[src/rtl/psram_arbiter.sv]
// psram_arbiter
//   Shares the single 16-bit PSRAM controller command interface between two
//   8-bit byte-addressed requesters. Port A (CPU bus) has priority; port B
//   (boot loader / DMA) is granted when A is idle, or forcibly after
//   A_BURST_MAX consecutive A grants made while B was waiting.
//   Each granted byte request becomes one read/write command pulse. The
//   arbiter then follows the controller's busy handshake and returns the
//   addressed byte lane together with a one-cycle ack.
//
// Ports
//   clock, resetn              PSRAM-domain clock, synchronous active-low reset
//   a_req/a_we/a_addr/a_wdata  port A request (level, held until a_ack)
//   a_rdata/a_ack              port A read byte and completion pulse
//   b_*                        same set for port B
//   mem_read/mem_write         single-cycle command pulses to the controller
//   mem_byte_write             byte-write qualifier (asserted with mem_write)
//   mem_addr/mem_din           command address and write data, held until next grant
//   mem_dout/mem_busy          controller read data and busy
//   err                        sticky flag: busy never rose after a command
//   grant_b                    current/last transaction belongs to port B
module psram_arbiter #(
    parameter int ADDR_W            = 22,
    parameter int A_BURST_MAX       = 4,
    parameter int BUSY_RISE_TIMEOUT = 8
) (
    input  logic              clock,
    input  logic              resetn,
    input  logic              a_req,
    input  logic              a_we,
    input  logic [ADDR_W-1:0] a_addr,
    input  logic [7:0]        a_wdata,
    output logic [7:0]        a_rdata,
    output logic              a_ack,
    input  logic              b_req,
    input  logic              b_we,
    input  logic [ADDR_W-1:0] b_addr,
    input  logic [7:0]        b_wdata,
    output logic [7:0]        b_rdata,
    output logic              b_ack,
    output logic              mem_read,
    output logic              mem_write,
    output logic              mem_byte_write,
    output logic [ADDR_W-1:0] mem_addr,
    output logic [15:0]       mem_din,
    input  logic [15:0]       mem_dout,
    input  logic              mem_busy,
    output logic              err,
    output logic              grant_b
);

    localparam int BURST_W = $clog2(A_BURST_MAX + 1);
    localparam int TO_W    = $clog2(BUSY_RISE_TIMEOUT + 1);
    localparam logic [BURST_W-1:0] BURST_LIM = BURST_W'(A_BURST_MAX);
    localparam logic [TO_W-1:0]    TO_LAST   = TO_W'(BUSY_RISE_TIMEOUT - 1);

    typedef enum logic [2:0] {
        S_INIT,
        S_IDLE,
        S_ISSUE,
        S_WAIT_RISE,
        S_WAIT_FALL,
        S_DONE
    } state_t;

    state_t              state_q, state_d;
    logic [BURST_W-1:0]  burst_q, burst_d;
    logic [TO_W-1:0]     to_cnt_q, to_cnt_d;
    logic                we_q, we_d;
    logic [ADDR_W-1:0]   mem_addr_q, mem_addr_d;
    logic [15:0]         mem_din_q, mem_din_d;
    logic                mem_read_q, mem_read_d;
    logic                mem_write_q, mem_write_d;
    logic [7:0]          a_rdata_q, a_rdata_d;
    logic [7:0]          b_rdata_q, b_rdata_d;
    logic                a_ack_q, a_ack_d;
    logic                b_ack_q, b_ack_d;
    logic                err_q, err_d;
    logic                grant_b_q, grant_b_d;

    logic                pick_b;
    logic                win_we;
    logic [7:0]          rd_byte;

    always_comb begin
        state_d     = state_q;
        burst_d     = burst_q;
        to_cnt_d    = to_cnt_q;
        we_d        = we_q;
        mem_addr_d  = mem_addr_q;
        mem_din_d   = mem_din_q;
        mem_read_d  = 1'b0;
        mem_write_d = 1'b0;
        a_rdata_d   = a_rdata_q;
        b_rdata_d   = b_rdata_q;
        a_ack_d     = 1'b0;
        b_ack_d     = 1'b0;
        err_d       = err_q;
        grant_b_d   = grant_b_q;
        pick_b      = 1'b0;
        win_we      = 1'b0;
        rd_byte     = mem_addr_q[0] ? mem_dout[15:8] : mem_dout[7:0];

        case (state_q)
            S_INIT: begin
                // Controller power-up: one sampled cycle of busy low is enough.
                if (!mem_busy) state_d = S_IDLE;
            end
            S_IDLE: begin
                pick_b = b_req && (!a_req || burst_q == BURST_LIM);
                win_we = pick_b ? b_we : a_we;
                // The ack cycle is skipped so a requester still holding req
                // while it sees its ack is not serviced twice.
                if (!a_ack_q && !b_ack_q && (a_req || b_req)) begin
                    grant_b_d   = pick_b;
                    we_d        = win_we;
                    mem_addr_d  = pick_b ? b_addr : a_addr;
                    mem_din_d   = pick_b ? {b_wdata, b_wdata} : {a_wdata, a_wdata};
                    mem_read_d  = !win_we;
                    mem_write_d = win_we;
                    // Count only A grants that made B wait.
                    if (pick_b || !b_req) burst_d = '0;
                    else                  burst_d = burst_q + 1'b1;
                    state_d = S_ISSUE;
                end
            end
            S_ISSUE: begin
                to_cnt_d = '0;
                state_d  = S_WAIT_RISE;
            end
            S_WAIT_RISE: begin
                if (mem_busy) begin
                    state_d = S_WAIT_FALL;
                end else if (to_cnt_q == TO_LAST) begin
                    err_d   = 1'b1;
                    state_d = S_DONE;
                end else begin
                    to_cnt_d = to_cnt_q + 1'b1;
                end
            end
            S_WAIT_FALL: begin
                if (!mem_busy) state_d = S_DONE;
            end
            S_DONE: begin
                if (!we_q) begin
                    if (grant_b_q) b_rdata_d = rd_byte;
                    else           a_rdata_d = rd_byte;
                end
                a_ack_d = !grant_b_q;
                b_ack_d = grant_b_q;
                state_d = S_IDLE;
            end
            default: state_d = S_INIT;
        endcase
    end

    always_ff @(posedge clock) begin
        if (!resetn) begin
            state_q     <= S_INIT;
            burst_q     <= '0;
            to_cnt_q    <= '0;
            we_q        <= 1'b0;
            mem_addr_q  <= '0;
            mem_din_q   <= '0;
            mem_read_q  <= 1'b0;
            mem_write_q <= 1'b0;
            a_rdata_q   <= '0;
            b_rdata_q   <= '0;
            a_ack_q     <= 1'b0;
            b_ack_q     <= 1'b0;
            err_q       <= 1'b0;
            grant_b_q   <= 1'b0;
        end else begin
            state_q     <= state_d;
            burst_q     <= burst_d;
            to_cnt_q    <= to_cnt_d;
            we_q        <= we_d;
            mem_addr_q  <= mem_addr_d;
            mem_din_q   <= mem_din_d;
            mem_read_q  <= mem_read_d;
            mem_write_q <= mem_write_d;
            a_rdata_q   <= a_rdata_d;
            b_rdata_q   <= b_rdata_d;
            a_ack_q     <= a_ack_d;
            b_ack_q     <= b_ack_d;
            err_q       <= err_d;
            grant_b_q   <= grant_b_d;
        end
    end

    assign mem_read       = mem_read_q;
    assign mem_write      = mem_write_q;
    assign mem_byte_write = mem_write_q;
    assign mem_addr       = mem_addr_q;
    assign mem_din        = mem_din_q;
    assign a_rdata        = a_rdata_q;
    assign b_rdata        = b_rdata_q;
    assign a_ack          = a_ack_q;
    assign b_ack          = b_ack_q;
    assign err            = err_q;
    assign grant_b        = grant_b_q;

endmodule
[config.mk]
export PLATFORM = sky130hd
export DESIGN_NAME = psram_arbiter
export DESIGN_NICKNAME = d
export VERILOG_FILES = /design/src/rtl/psram_arbiter.sv
export SDC_FILE = /design/constraint.sdc
export NUM_CORES = 1
export LEC_CHECK = 0
export CORE_MARGIN = 2
export CORE_UTILIZATION = 36
export CTS_BUF_LIST = sky130_fd_sc_hd__clkbuf_4
export CTS_CLUSTER_DIAMETER = 50
export DETAILED_ROUTE_END_ITERATION = 10
export PLACE_DENSITY_LB_ADDON = 0.3
export SETUP_SLACK_MARGIN = 0.2
export SYNTH_ARGS = -nofsm -noshare
export SYNTH_HDL_FRONTEND = slang
export SYNTH_SLANG_ARGS = --single-unit
[constraint.sdc]
create_clock -name clock -period 2.2 [get_ports clock]
set_input_delay 0.44 -clock clock [delete_from_list [all_inputs] [get_ports clock]]
set_output_delay 0.44 -clock clock [all_outputs]
set_load 0.02 [all_outputs]
# After elaboration in Yosys (flattened, before gate mapping)
# Cells that the tools add are included.
word_totals:
  ff_bits: 71
  out_inout_bits: 61
classes:
  addsub: 2
  eq_ne: 13
  mux: 14
  n_bitwise: 3
  n_reduce_logical: 22
ops:
  columns: ["op", "count"]
  rows:
  - ["22-bit two-way mux", 1]
  - ["3-bit two-way mux", 6]
  - ["3-bit case mux with 6 select lines", 1]
  - ["16-bit two-way mux", 1]
  - ["3-bit AND reduction", 5]
  - ["2-bit != test (second input constant)", 5]
  - ["3-bit == test (second input constant)", 3]
  - ["4-bit two-way mux", 2]
  - ["8-bit two-way mux", 1]
  - ["4-bit case mux with 2 select lines", 1]
  - ["3-bit by 2-bit == test with 1-bit output (second input constant)", 2]
  - ["1-bit logical NOT", 6]
  - ["4-bit by 1-bit adder with 4-bit output (second input constant)", 1]
  - ["4-bit by 3-bit == test with 1-bit output (second input constant)", 1]
  - ["2-bit AND reduction", 2]
  - ["4-bit AND reduction", 1]
  - ["3-bit by 1-bit adder with 3-bit output (second input constant)", 1]
  - ["3-bit by 1-bit == test with 1-bit output (second input constant)", 1]
  - ["1-bit logical AND", 3]
  - ["3-bit logical NOT", 1]
  - ["1-bit logical OR", 3]
  - ["3-bit != test (second input constant)", 1]
  - ["1-bit inverter", 3]
  - ["2-bit nonzero test", 1]
  - ["1-bit two-way mux", 1]

# Depth between registers and ports, before layout
# Gate-level depths: netlist (run 1).
logic_depth:
  word_depth: 5
  ltp_mapped: 7
  depth_no_buf: 6

# Least setup slack after synthesis (run 1)
# No wires, ideal clock.
synth_timing:
  path_kind: "flip-flop to flip-flop"
  startpoint: "reg burst_q[0]"
  endpoint: "reg mem_read_q, in the netlist mem_read"
  setup_ns: 0.060
  arrival_ns: 1.529
  required_ns: 2.140
  path_slack_ns: 0.611
  path_stages_with_launch: 7
  n_path_buf: 0
  path_cell_list: "dfxtp_1 -> inv_1 -> ha_1 -> a21boi_0 -> nand2b_1 -> mux2i_1 -> and3_1"
synth_via:
  elab_chain_len: 5
synth_rtl:
  columns: ["element", "line_no", "rtl"]
  rows:
  - ["from (decl)", "66", "logic [BURST_W-1:0] burst_q, burst_d;"]
  - ["from (signal assigned)", "174", "burst_q <= burst_d;"]
  - ["3-bit == test", "109", "pick_b = b_req && (!a_req || burst_q == BURST_LIM);"]
  - ["1-bit logical OR", "109", null]
  - ["1-bit logical AND", "109", null]
  - ["1-bit two-way mux", "110", "win_we = pick_b ? b_we : a_we;"]
  - ["1-bit logical NOT", "118", "mem_read_d = !win_we;"]
  - ["to (signal assigned)", "179", "mem_read_q <= mem_read_d;"]
  - ["to (decl)", "71", "logic mem_read_q, mem_read_d;"]
# Every way passes these cells.
# A chain may end at the register's enable or synchronous reset.

# Worst setup path after layout (run 1)
layout_timing:
  startpoint: "reg grant_b_q, in the netlist grant_b"
  endpoint: "out grant_b"
layout_rtl:
  columns: ["element", "line_no", "rtl"]
  rows:
  - ["from (decl)", "78", "logic grant_b_q, grant_b_d;"]
  - ["from (signal assigned)", "186", "grant_b_q <= grant_b_d;"]
  - ["to (decl)", "48", "output logic grant_b"]
# No word-level cell between the ends.

==> results.py, run 1 <==
metrics = {
    "yosys": {
        "synth_simple_gate_area_share_pct": 21.6,
        "avgSynthCellArea_um2": 8.33,
        "yosysTopAreaCellShare_pct": 44.4,
        "synth_area_um2": 2840,
        "synth_edf_count": 0,
        "synth_largest_area_cell": "dfxtp_1",
        "synth_compound_area_share_pct": 20.4,
        "yosys.cell_types.count": 42,
        "synth.top_cells.by_area": "dfxtp_1, nand2_1, a31oi_1, o21ai_0, buf_4",
        "yosysWarnings": 0,
        "muxShareOfSynthArea_pct": 3.88,
        "synth-adder-area-share_pct": 1.32,
        "synthCells": 341,
        "synth_top_family_by_area": "simple AND/OR/NAND/NOR gates",
        "synth-xor-area-share_pct": 0,
        "synthFlopType": "dfxtp_1",
        "async_flop_share_pct": 0,
        "ys_ff_latch": 63,
        "synth-seq-area-share_pct": 44.4,
        "synth_nets": 427,
    },
    "power_and_ir_drop": {
        "p_per_area_nw_per_um2": 592,
        "finalPower_mw": 2.59,
        "ir_worst_vdd_v": 0.000279,
        "leakage_nw": 1.63,
    },
    "clock_tree": {
        "cts_made_buffers": 9,
        "cts_sinks": 63,
        "clk_path_buf_depth": 2,
        "ctsResizeCount": 0,
        "holdBufCountCts": 0,
        "clkLatencyLatePin_ns": 0.40,
        "cts-root-buf": "clkbuf_4",
        "htree_levels": 3,
        "clkTransAtPathRegs_ns": 0.10,
        "post-cts-setup-buffers": 0,
        "cts_tree": "built",
    },
    "cells_and_area": {
        "n_antenna_cell": 0,
        "finalNetCount": 553,
        "fillers": 728,
        "drive_above_1_share_pct": 9.55,
        "syn_to_final_growth_pct": 54.3,
    },
    "setup_path": {
        "cp_top_family": "buffers and inverters",
        "arrival_ns": 1.46,
        "cp_num_buf_inv": 1,
        "reg2reg_slack_ns": 0.45,
        "crit_chain": "clkdlybuf4s50_1",
        "crit_path_end_kind": "output pin",
        "critPathKind": "flip-flop to output pin",
        "crit_fanout": 6,
        "worstPathRequired_ns": 1.76,
        "max_stage_delay_ns": 0.65,
        "worstSetupStartpointType": "flip-flop",
        "critical-path-slowest-cell": "clkdlybuf4s50_1",
    },
    "sta": {
        "hold_viol": 0,
        "finClkSkew_ns": 0.0198,
        "finalSetupTns_ns": 0,
        "period_needed_ns": 1.90,
        "rsz0062_at_grt": "no",
        "finalMaxSlewViolations": 0,
        "tightest_slew_ns": 0.718,
        "fin_hold_ws_ns": 0.466,
        "setup_viol": 0,
        "slew_headroom_pct": 52.1,
        "post-route-period-util_pct": 86.4,
        "fmax_ghz": 0.526,
    },
    "die": {
        "die_x_um": 92.8,
        "start_util_pct": 36.9,
        "dieArea_um2": 8610,
        "core_um2": 7690,
        "row_count": 32,
        "dieHeight_um": 92.8,
        "io_pins": 144,
    },
    "detailed_routing": {
        "wire_per_inst_um": 13.1,
        "vias_per_cell": 4.90,
        "vias": 2808,
        "drt_first_iter_violations": 83,
        "routed_wl_um": 7530,
        "drc_errors": 0,
        "ant_nets": 0,
        "drt_first_pass_iters": 4,
    },
    "run": {
        "drv_cap": 0,
    },
    "global_routing": {
        "grt_pass1_wl_um": 12200,
        "antenna_found_initial": 0,
        "grtUsageTotal_pct": 17.8,
        "overflow": 0,
        "grt_start_max_net_pins": 71,
        "grt_pass1_vias": 2721,
    },
    "hold_path": {
        "hold_class": "flip-flop to flip-flop",
    },
    "placement": {
        "gp_congestion": 0.731,
        "port-buffer-count": 143,
        "dpl.hpwl_um": 5400,
    },
    "run_status": {
        "status": "finished clean",
    },
}
==> cells in the final DEF, fill, tap and decap left out, drive strengths merged, types with 2 or more instances in the layout <==
master         Yosys  routed
and3               2       2
nor2               4       4
nand3             22      22
mux2               8       8
inv                2       2
dfxtp             63      63
a21oi              3       3
nand3b             2       2
o21ai             49      49
and3b              2       2
a31oi             31      31
clkdlybuf4s50      0     142
o21a               2       2
nand4b             2       2
nand2b             3       3
ha                 3       3
nand4              4       4
buf               26      11
o211ai             2       2
mux2i              2       2
nor2b              4       4
clkbuf            12      10
nand2             78      78
o22ai              2       2
clkinv             0       5
a21boi             2       2
==> flip-flops by register name, indices dropped and copies added (netlist names) <==
| name | cells |
|---|---|
| a_ack | 1 |
| to_cnt_q | 4 |
| burst_q | 3 |
| mem_byte_write | 1 |
| b_rdata | 8 |
| b_ack | 1 |
| we_q | 1 |
| state_q | 3 |
| grant_b | 1 |
| mem_read | 1 |
| err | 1 |
| mem_din | 8 |
| a_rdata | 8 |
| mem_addr | 22 |
==> per-stage QoR <==
stage / setup slack, ns / cells / utilization, % / instance area, µm²
global placement: 0.160 / 558 / 55.6 / 4280
finish: 0.298 / 573 / 57.0 / 4380
detailed placement: 0.108 / 558 / 55.6 / 4280
CTS: 0.279 / 573 / 57.0 / 4380
floorplan: 0.611 / 341 / - / 2840
global route: 0.224 / 573 / 57.0 / 4380
==> layout make-up <==
type	count	area, µm²	share of cell area [%]
timing repair buffer	153	1540	35.1
inverter	2	7.51	0.171
clock inverter	5	26.3	0.600
sequential	63	1260	28.8
multi-input combinational	238	1340	30.7
tap	102	128	2.91
clock buffer	10	75.1	1.71
==> path summary, 6_finish.rpt <==
check,depth (start not counted),end,from
worst max-delay path,1,grant_b,grant_b
worst min-delay path,2,a_rdata[7],a_rdata[7]
worst max register to register,4,a_rdata[0],state_q[2]
worst min register to register,2,a_rdata[7],a_rdata[7]
==> Yosys cell counts, types with 2 or more instances <==
| cell | number |
|---|---|
| and3_1 | 2 |
| mux2i_1 | 2 |
| ha_1 | 3 |
| nand2b_1 | 3 |
| o211ai_1 | 2 |
| o21ai_2 | 8 |
| nor2_1 | 4 |
| nand3_1 | 20 |
| o21ai_0 | 38 |
| buf_4 | 16 |
| o21ai_1 | 3 |
| buf_2 | 4 |
| nand4_1 | 4 |
| o22ai_1 | 2 |
| a31oi_1 | 31 |
| nand3b_1 | 2 |
| buf_6 | 3 |
| nor2b_1 | 4 |
| and3b_1 | 2 |
| a21oi_1 | 3 |
| nand2_1 | 78 |
| nand3_2 | 2 |
| o21a_1 | 2 |
| nand4b_1 | 2 |
| buf_1 | 3 |
| dfxtp_1 | 63 |
| inv_1 | 2 |
| clkbuf_1 | 12 |
| mux2_2 | 8 |
==> power breakdown <==
part | total, mW | switching (mW) | internal, mW
clock | 0.634 | 0.404 | 0.230
sequential | 1.26 | 0.0444 | 1.21
combinational | 0.698 | 0.326 | 0.372
==> kinds of logic (layout without fill, tap and decap cells) <==
kind of cell,count (synthesis),in the layout
simple gates,130,130
compound gates,95,95
flops,63,63
buf+inv,40,170
mux,10,10
fa+ha+maj,3,3
==> layer usage <==
layer / GRT usage, % / vias to the layer above / wire length, µm
met2: 29.2 / 84 / 3540
met1: 20.6 / 1266 / 3200
met4: 6.74 / 0 / 131
met3: 7.40 / 9 / 651
met5: 0 / - / 0
li1: - / 1449 / -
No activity file was read; power rests on OpenSTA's default activity.
==> inputs of run 2 (changes only) <==
--- a/config.mk
+++ b/config.mk
@@ -6,7 +6,7 @@
 export NUM_CORES = 1
 export LEC_CHECK = 0
 export CORE_MARGIN = 2
-export CORE_UTILIZATION = 36
+export CORE_UTILIZATION = 41
 export CTS_BUF_LIST = sky130_fd_sc_hd__clkbuf_4
 export CTS_CLUSTER_DIAMETER = 50
 export DETAILED_ROUTE_END_ITERATION = 10
==> run 2 against run 1 <==
  * Die area decreased by 12%
  * Critical path depth did not move
  * First-iteration DRC count rose by 23%
  * Final cell count decreased by 3.3%
  * Sequential share of layout area unchanged
  * Register-to-register slack got worse by 0.03 ns
  * Cell area unchanged
  * Critical endpoint unchanged
  * Highest routed layer unchanged
==> results.py, run 2 (same netlist as run 1, synthesis figures left out) <==
metrics = {
    "run_status": {
        "status": "finished clean",
    },
    "sta": {
        "finClkSkew_ns": 0.0213,
        "finalMaxSlewViolations": 0,
        "setup_viol": 0,
        "period_needed_ns": 1.91,
        "finalSetupTns_ns": 0,
        "hold_viol": 0,
        "tightest_slew_ns": 0.741,
        "post-route-period-util_pct": 86.7,
        "fmax_ghz": 0.525,
        "slew_headroom_pct": 50.6,
        "rsz0062_at_grt": "no",
    },
    "setup_path": {
        "worstPathRequired_ns": 1.76,
        "critPathKind": "flip-flop to output pin",
        "reg2reg_slack_ns": 0.42,
        "r2r-start": "state_q[2]",
        "arrival_ns": 1.47,
        "worstSetupStartpointType": "flip-flop",
        "crit_path_end_kind": "output pin",
        "rr_worst_depth": 4,
        "cp_top_family": "buffers and inverters",
        "critical-path-slowest-cell": "clkdlybuf4s50_1",
        "max_stage_delay_ns": 0.65,
        "crit_chain": "clkdlybuf4s50_1",
        "cp_num_buf_inv": 1,
        "r2r-end": "a_rdata[5]",
        "crit_fanout": 6,
    },
    "detailed_routing": {
        "routed_wl_um": 7780,
        "vias_per_cell": 5.20,
        "ant_nets": 0,
        "drt_first_pass_iters": 5,
        "drc_errors": 0,
        "wire_per_inst_um": 14.0,
        "vias": 2881,
        "drt_first_iter_violations": 102,
    },
    "global_routing": {
        "grt_pass1_wl_um": 12300,
        "grt_start_max_net_pins": 47,
        "grt_pass1_vias": 2719,
        "antenna_found_initial": 0,
        "grtUsageTotal_pct": 20.4,
        "overflow": 0,
    },
    "placement": {
        "gp_congestion": 0.774,
        "dp_cells": 538,
        "port-buffer-count": 143,
        "postPlaceCellArea_um2": 4240,
        "dpl.hpwl_um": 5670,
    },
    "power_and_ir_drop": {
        "ir_worst_vdd_v": 0.000282,
        "finalPower_mw": 2.75,
        "p_per_area_nw_per_um2": 628,
        "leakage_nw": 1.64,
    },
    "cells_and_area": {
        "layout_commonest_cell": "clkdlybuf4s50_1",
        "final_cells": 554,
        "finalNetCount": 555,
        "layout_common_cells": "clkdlybuf4s50_1, nand2_1, dfxtp_1, o21ai_0, a31oi_1",
        "syn_to_final_growth_pct": 54.3,
        "n_antenna_cell": 0,
        "drive_above_1_share_pct": 10.5,
        "stdcell_area_um2": 4380,
        "largest_register_ffs": 22,
    },
    "hold_path": {
        "holdPathStages": 2,
        "min_to": "a_rdata[7]",
        "hold_class": "flip-flop to flip-flop",
        "hold_start": "a_rdata[7]",
    },
    "die": {
        "row_count": 30,
        "dieHeight_um": 87.2,
        "io_pins": 144,
        "dieArea_um2": 7610,
        "die_x_um": 87.2,
        "core_um2": 6760,
        "start_util_pct": 42.0,
    },
    "clock_tree": {
        "cts-root-buf": "clkbuf_4",
        "htree_levels": 3,
        "clkLatencyLatePin_ns": 0.40,
        "holdBufCountCts": 0,
        "post-cts-setup-buffers": 0,
        "cts_made_buffers": 9,
        "cts_tree": "built",
        "clkTransAtPathRegs_ns": 0.11,
        "cts_sinks": 63,
        "ctsResizeCount": 0,
        "clk_path_buf_depth": 2,
    },
    "run": {
        "drv_cap": 0,
    },
}
==> run 2: cell count changes in the layout (fill, tap and decap cells not counted), moves of 2 or more <==
| cell | previous run | this run |
|---|---|---|
| clkinv_1 | 2 | 0 |
| buf_4 | 7 | 11 |
| clkinvlp_4 | 0 | 3 |
| buf_12 | 3 | 1 |
==> run 2: area by class of cell <==
class / count / area (µm²)
inverters: 2 / 7.51
multi-input cells: 238 / 1340
clock buffers: 9 / 67.6
clock inverters: 7 / 71.3
well taps: 80 / 100
fillers: 592 / 2380
flip-flops and latches: 63 / 1260
repair buffers: 155 / 1530
==> run 2: report_power, final <==
part | total, mW | leakage, nW | switching, mW | internal [mW]
registers | 1.26 | 0.513 | 0.0448 | 1.21
clock network | 0.793 | 0.0683 | 0.447 | 0.345
logic | 0.700 | 1.06 | 0.330 | 0.370
total | 2.75 | 1.64 | 0.822 | 1.93
==> run 2: stage by stage <==
step                setup slack, ns  utilization, %  hold slack, ns
global placement              0.172            62.8           0.446
finish                        0.294            64.8           0.470
CTS                           0.263            64.8           0.479
floorplan                     0.611               -           0.451
detailed placement            0.122            62.8           0.460
global route                  0.245            64.8           0.494
==> run 2: worst max-delay path by stage <==
stage / cells after the start / slack [ns] / to / from
global route: 1 / 0.24 / grant_b / grant_b
detailed placement: 6 / 0.12 / mem_din[12] / a_req
CTS: 1 / 0.26 / grant_b / grant_b
global placement: 6 / 0.17 / mem_addr[11] / a_req
floorplan: 6 / 0.61 / mem_read / burst_q[0]
finish: 1 / 0.29 / grant_b / grant_b
==> run 2: routing by layer <==
metal	track usage, %	vias to the layer above	wire [µm]
li1	-	1452	-
met1	24.0	1309	3200
met2	34.7	107	3740
met3	7.58	13	736
met4	6.29	0	104
met5	0	-	0
==> inputs of run 3 (changes only) <==
==> constraint.sdc (replaced) <==
create_clock -name clock -period 2.2 [get_ports clock]
set_input_delay 0.44 -clock clock [delete_from_list [all_inputs] [get_ports clock]]
set_output_delay 0.44 -clock clock [all_outputs]
set_load 0.1 [all_outputs]
==> run 3 against run 2 <==
  * Critical path depth increased by 3
  * First-iteration DRC count rose by 47%
  * Register-to-register slack about the same
  * Combinational power grew 66%
  * Critical endpoint is now a_rdata[2]
  * Final cell count shrank 0.36%
  * Flip-flop and latch count did not move
  * Highest routed layer unchanged
==> results.py, run 3 (same netlist as run 1, synthesis figures left out) <==
metrics = {
    "run_status": {
        "status": "finished clean",
    },
    "cells_and_area": {
        "multi_input_area_um2": 1340,
        "finalNetCount": 553,
        "largest_register_ffs": 22,
        "syn_to_final_growth_pct": 49.6,
        "drive_above_1_share_pct": 23.1,
        "layout_commonest_cell": "clkdlybuf4s50_1",
        "n_antenna_cell": 0,
        "ff_latch_area_um2": 1260,
        "fillers": 601,
        "stdcell_area_um2": 4250,
        "layout_common_cells": "clkdlybuf4s50_1, nand2_1, buf_4, dfxtp_1, o21ai_0",
    },
    "clock_tree": {
        "cts_sinks": 63,
        "clk_path_buf_depth": 2,
        "cts-root-buf": "clkbuf_4",
        "holdBufCountCts": 0,
        "htree_levels": 3,
        "clkLatencyLatePin_ns": 0.40,
        "post-cts-setup-buffers": 0,
        "clkTransAtPathRegs_ns": 0.11,
        "cts_made_buffers": 9,
        "cts_tree": "built",
        "ctsResizeCount": 0,
    },
    "global_routing": {
        "grt_pass1_wl_um": 12100,
        "grt_use_met2_pct": 32.7,
        "use_met1_pct": 24.4,
        "busiest_layer": "met2",
        "antenna_found_initial": 0,
        "grtUsageTotal_pct": 20.0,
        "grt_pass1_vias": 2656,
        "overflow": 0,
        "grt_start_max_net_pins": 43,
        "grtUsageMet3_pct": 6.82,
    },
    "hold_path": {
        "hold_class": "flip-flop to flip-flop",
        "hold_start": "a_rdata[7]",
    },
    "setup_path": {
        "cp_top_family": "simple AND/OR/NAND/NOR gates",
        "crit_chain": "and3b_1, or3b_1, nand3_1, o21ai_2",
        "worstSetupStartpointType": "flip-flop",
        "reg2reg_slack_ns": 0.41,
        "worstPathRequired_ns": 2.48,
        "startpoint": "state_q[2]",
        "critPathKind": "flip-flop to flip-flop",
        "crit_path_end_kind": "flip-flop",
        "critical-path-slowest-cell": "or3b_1",
        "cp_num_buf_inv": 0,
        "max_stage_delay_ns": 0.69,
        "arrival_ns": 2.06,
        "r2r-start": "state_q[2]",
        "crit_fanout": 16,
    },
    "die": {
        "start_util_pct": 42.0,
        "dieArea_um2": 7610,
        "io_pins": 144,
        "die_x_um": 87.2,
        "core_um2": 6760,
        "dieHeight_um": 87.2,
        "row_count": 30,
    },
    "sta": {
        "hold_viol": 0,
        "finClkSkew_ns": 0.00946,
        "period_needed_ns": 1.79,
        "post-route-period-util_pct": 81.2,
        "finalMaxSlewViolations": 0,
        "fin_ws_ns": 0.413,
        "setup_viol": 0,
        "tightest_slew_ns": 0.773,
        "fmax_ghz": 0.560,
        "rsz0062_at_grt": "no",
        "finalSetupTns_ns": 0,
        "slew_headroom_pct": 48.5,
    },
    "placement": {
        "port-buffer-count": 143,
        "postPlaceCellArea_um2": 4110,
        "place_ws_ns": 0.138,
        "dpl.hpwl_um": 5450,
        "gp_congestion": 0.753,
    },
    "detailed_routing": {
        "drt_first_pass_iters": 4,
        "wire_per_inst_um": 13.5,
        "vias": 2865,
        "drc_errors": 0,
        "ant_nets": 0,
        "vias_per_cell": 5.19,
        "drt_first_iter_violations": 150,
        "routed_wl_um": 7440,
    },
    "power_and_ir_drop": {
        "ir_worst_vdd_v": 0.000469,
        "finalPower_mw": 3.22,
        "p_per_area_nw_per_um2": 757,
        "leakage_nw": 1.76,
    },
    "run": {
        "drv_cap": 0,
    },
}
## run 3: worst min-delay path, delay by kind of cell (launching register included)
| kind | cells | cell delay [ns] |
|---|---|---|
| AOI/OAI and AO/OA | 1 | 0.04 |
| and+or+nand+nor | 1 | 0.06 |
| DFF | 1 | 0.33 |
## run 3: layout make-up
class | instances | share of cell area, %
Clock buffer | 10 | 1.77
Clock inverter | 6 | 1.44
Inverter | 2 | 0.177
Multi-Input combinational cell | 238 | 31.6
Sequential cell | 63 | 29.7
Tap cell | 80 | 2.36
Timing Repair Buffer | 153 | 32.9
## run 3: path summary, 6_finish.rpt
check,end,cells after the start
worst max-delay path,a_rdata[2],4
worst min-delay path,a_rdata[7],2
worst min register to register,a_rdata[7],2
worst max register to register,a_rdata[2],4
## run 3: layer usage
layer	share of wire, %	routed length (µm)	vias up
met5	0	0	-
met4	1.0	75	0
met3	7.8	578	7
met2	48	3600	93
met1	43	3190	1313
li1	-	-	1452
## run 3: power by group
group          switching (mW)  internal (mW)  leakage [nW]  total [mW]
sequential             0.0547           1.21         0.513        1.27
clock                   0.428          0.355        0.0761       0.784
combinational           0.815          0.347          1.17        1.16
total                    1.30           1.92          1.76        3.22
## run 3: stage by stage
step                utilization, %  std cells  hold slack, ns
finish                        62.9        552           0.466
global route                  62.9        552           0.480
CTS                           62.9        552           0.468
detailed placement            60.8        536           0.453
floorplan                        -        341           0.451
global placement              60.8        536           0.447
